### src/rtl/clk_div_pkg.sv
// Shared defaults and helpers for the clk_div_gen clock-enable generator.
package clk_div_pkg;

  localparam int unsigned CLK_FREQ_HZ_DEF = 50_000_000;
  localparam int unsigned OUT_FREQ_HZ_DEF = 100;
  localparam int unsigned CNT_W_DEF       = 32;

  // Half-period in input clock cycles; 0 flags an unusable frequency pair.
  function automatic longint unsigned calc_half(input longint unsigned clk_hz,
                                                input longint unsigned out_hz);
    if (out_hz == 64'd0) return 64'd0;
    return clk_hz / (64'd2 * out_hz);
  endfunction

endpackage : clk_div_pkg

### src/rtl/clk_div_gen.sv
// Programmable clock-enable generator: slow square wave plus a one-cycle tick
// on each rising edge of it. Use tick as a clock enable; clk_out is for
// observation/pins only.
// Build option: define CLK_DIV_RUNTIME_EN to allow run-time reloading of the
// half-period through div_load/div_val (shadowed, applied at terminal count).
module clk_div_gen
  import clk_div_pkg::*;
#(
  parameter int unsigned CLK_FREQ_HZ = CLK_FREQ_HZ_DEF,
  parameter int unsigned OUT_FREQ_HZ = OUT_FREQ_HZ_DEF,
  parameter int unsigned CNT_W       = CNT_W_DEF
) (
  input  logic             clk,
  input  logic             rst,
  input  logic             en,
  input  logic             div_load,
  input  logic [CNT_W-1:0] div_val,
  output logic             clk_out,
  output logic             tick,
  output logic [CNT_W-1:0] half_cur
);

  localparam longint unsigned HALF_DEF_L =
    calc_half(64'(CLK_FREQ_HZ), 64'(OUT_FREQ_HZ));
  localparam logic [CNT_W-1:0] HALF_DEF = CNT_W'(HALF_DEF_L);

  // Reject default half-periods that are zero or do not fit the counter.
  generate
    if (HALF_DEF_L < 64'd1 ||
        (CNT_W < 64 && HALF_DEF_L >= (64'd1 << CNT_W))) begin : g_bad_half
      $error("clk_div_gen: default half-period out of range for CNT_W");
    end
  endgenerate

  logic [CNT_W-1:0] cnt;
  logic [CNT_W-1:0] half_act;
  logic             tc_c;

  // Terminal count: last cycle of the current half-period.
  assign tc_c = en & (cnt == half_act - CNT_W'(1));

  // Half-period counter, square-wave toggle and rising-edge tick.
  always_ff @(posedge clk) begin
    if (rst) begin
      cnt     <= '0;
      clk_out <= 1'b0;
      tick    <= 1'b0;
    end else begin
      tick <= 1'b0;
      if (tc_c) begin
        cnt     <= '0;
        clk_out <= ~clk_out;
        tick    <= ~clk_out;
      end else if (en) begin
        cnt <= cnt + CNT_W'(1);
      end
    end
  end

`ifdef CLK_DIV_RUNTIME_EN
  logic [CNT_W-1:0] half_shd;
  logic             pend;

  // Shadowed reload: a new half-period is only adopted at terminal count so
  // the wave never produces a runt half; the last load before tc wins.
  always_ff @(posedge clk) begin
    if (rst) begin
      half_act <= HALF_DEF;
      half_shd <= HALF_DEF;
      pend     <= 1'b0;
    end else begin
      if (tc_c && pend) begin
        half_act <= half_shd;
      end
      if (div_load) begin
        half_shd <= (div_val == '0) ? CNT_W'(1) : div_val;
        pend     <= 1'b1;
      end else if (tc_c && pend) begin
        pend <= 1'b0;
      end
    end
  end
`else
  logic unused_div;

  // Fixed half-period; reload pins kept only for pin compatibility.
  assign half_act   = HALF_DEF;
  assign unused_div = ^{div_load, div_val};
`endif

  assign half_cur = half_act;

endmodule : clk_div_gen

### config.mk
export PLATFORM = sky130hd
export DESIGN_NAME = clk_div_gen
export DESIGN_NICKNAME = d
export VERILOG_FILES = /design/src/rtl/clk_div_pkg.sv /design/src/rtl/clk_div_gen.sv
export SDC_FILE = /design/constraint.sdc
export NUM_CORES = 1
export LEC_CHECK = 0
export CELL_PAD_IN_SITES_DETAIL_PLACEMENT = 0
export CELL_PAD_IN_SITES_GLOBAL_PLACEMENT = 1
export CORE_MARGIN = 2
export CORE_UTILIZATION = 30
export DETAILED_ROUTE_END_ITERATION = 6
export PLACE_DENSITY_LB_ADDON = 0.1
export SYNTH_ARGS = -nofsm -noshare
export SYNTH_HDL_FRONTEND = slang
export SYNTH_SLANG_ARGS = --single-unit
### constraint.sdc
create_clock -name clk -period 2.6 [get_ports clk]
set_clock_uncertainty 0.05 [all_clocks]
set_input_delay 0.52 -clock clk [delete_from_list [all_inputs] [get_ports clk]]
set_output_delay 0.52 -clock clk [all_outputs]
set_load 0.1 [all_outputs]
==> flow_summary.ini <==
[power]
switching_share = 0.360
max-vdd-ir-drop_mv = 0.194
power_leakage_uw = 0.000649
intPower_uw = 721
clockPowerShare = 0.330
power_density_nw_per_um2 = 566
p_sw_uw = 406
seqPwrFrac = 0.468
pwr-share-comb = 0.202

[placement]
port_buffers = 4
dp_hpwl_mm = 2.85
gp_congestion = 0.816

[timing]
fin_crit_sh = 0.797
hold_viol = 0
fin_tns_setup_ps = 0
rsz0062_at_grt = no
finalSetupViolCount = 0
maxSlewViolCount = 0
fin_crit_ps = 2070
fmax_mhz = 483

[cells_and_area]
nets = 265
multi_input_area_um2 = 1040
seq_area_um2 = 681
area_growth_pct = 5.29
layout-drive-gt1-share = 0.0921
nFillCells = 633
utilization = 0.332
antennaDiodeCount = 0

[die]
ios = 70
dieArea_um2 = 6950
core_um2 = 5990
rows = 28
start_util = 0.316
die_width_um = 83.4
die_h_um = 83.4

[global_route]
grt_pass1_wl_mm = 6.83
grt_start_max_net_pins = 33
grt_busiest_layer = met2
met3_usage = 0.0328
antenna_found_initial = 0
grtUsageMet2 = 0.187
grt_use_met1 = 0.157
overflow = 0
grt.total_usage = 0.120
grt_pass1_vias = 1395

[synthesis]
synth-seq-cells = 34
yosysTopAreaCell = dfxtp_1
synth.distinct_cells = 35
synth_warnings = 0
synthTopCellsByArea = dfxtp_1 36%, buf_4 13%, or4_1 6.0%, a21oi_1 5.6%, o31ai_1 5.6%
yosysTopAreaCellShare = 0.360
ys.flop_type = dfxtp_1
synth-edff-count = 0
syn_inst = 221
yosysSeqAreaShare = 0.360
synthArstFlopShare = 0
synth.cell_area_um2 = 1890
syn_area_per_cell_um2 = 8.55

[hold_path]
holdCritPathClass = register to register

[drt]
wirelength_mm = 4.11
dr_total_vias = 1563
drtIter0Drc = 157
drt_pass1_iterations = 4
ant_nets = 0
drc = 0
vias_per_cell = 5.16
wl_per_cell_um = 13.6

[critical_path]
cp-end-kind = register
worstSetupPathType = register to register
required_ps = 2770
crit_path_start_kind = register
arrival_ps = 2240
crit_fanout = 14

[clocking]
h-tree-depth = 2
cts_tree = yes
post_cts_buffers = 0
cts_sinks = 34
holdBufCountCts = 0
clk-insertion-delay-late_ps = 280
cts_resized = 0
clkTransAtPathRegs_ps = 60
ctsLongestPathBuffers = 2
cts_made_buffers = 5
clockRootBuffer = clkbuf_8

[status]
outcome = complete, no violations

[run]
drv_cap = 0
==> final timing paths <==
check | startpoint | cells past startpoint | to | slack (ps)
worst min-delay path | clk_out$_SDFFE_PP0P_ | 1 | tick$_SDFF_PP0_ | 420
worst min register to register | clk_out$_SDFFE_PP0P_ | 1 | tick$_SDFF_PP0_ | 420
worst max-delay path | cnt[8]$_SDFFE_PP0P_ | 4 | cnt[31]$_SDFFE_PP0P_ | 530
worst max register to register | cnt[8]$_SDFFE_PP0P_ | 4 | cnt[31]$_SDFFE_PP0P_ | 530
==> stage by stage <==
stage	instance area, um^2	total power (uW)	instances	setup slack (ps)	hold slack, ps
after detailed placement	1910	766	296	254	413
after global routing	1990	1170	303	425	459
after floorplan	2000	790	251	741	396
after CTS	1990	1140	303	540	428
after global placement	1910	765	296	282	399
final	1990	1130	303	529	418
==> layer usage <==
| layer | wire [um] | vias to the layer above |
|---|---|---|
| met2 | 1870 | 28 |
| met1 | 2030 | 745 |
| met3 | 126 | 8 |
| met5 | 0 | - |
| li1 | - | 782 |
| met4 | 86 | 0 |
==> kinds of logic (layout without fill, tap and decap cells) <==
logic type	count (synthesis)	count (layout)	synth area share
flops	34	34	0.360
mux	1	1	0.00529
buf+inv	41	18	0.150
xor+xnor	11	11	0.0510
other cells	2	32	0.00397
simple gates	88	88	0.286
fa+ha+maj	1	1	0.00662
compound gates	43	43	0.138
==> area by class of cell <==
cell class,instances,area share
multi-input cells,176,0.524
inverters,1,0.00189
clock buffers,7,0.0383
flip-flops and latches,34,0.342
well taps,75,0.0471
repair buffers,10,0.0465
==> sequential cells by signal, summed over array words and instances, names as in the netlist <==
signal   flops
clk_out      1
tick         1
cnt         32
==> placed cells by master (no fill, tap or decap), types with 7 or more instances in the layout <==
cell,Yosys,layout
a21oi_1,21,21
buf_4,32,7
conb_1,2,32
dfxtp_1,34,34
nand2_1,11,11
nand3_1,8,8
nand4_1,13,13
nor2_1,13,13
o31ai_1,14,14
or4_1,15,15
xor2_1,8,8
==> Yosys cell counts, types with 2 or more instances <==
master    count
nor4b_1       2
clkbuf_1      6
nor4_1        5
a21oi_1      21
xor2_1        8
or3_2         2
or4b_1        2
o31ai_1      14
or4_1        15
xnor2_1       3
and4_1        4
nor2_1       13
buf_4        32
nand3_1       8
o21ai_0       5
conb_1        2
nand2_1      11
o41ai_1       2
or3_1         5
nand4_1      13
dfxtp_1      34
==> power groups by stage <==
stage	sequential, uW	clock [uW]	combinational, uW
after detailed placement	539	0	227
final	527	372	228
after CTS	527	385	227
after global routing	527	413	233
after floorplan	538	0	252
after global placement	539	0	226
==> critical path, cell delays in order (launching register included) <==
cell and delay, ps:
dfxtp_1 450, nand4_2 200, or4_4 650, or4b_1 510, a21oi_1 150
(Power assumes the default switching activity.)
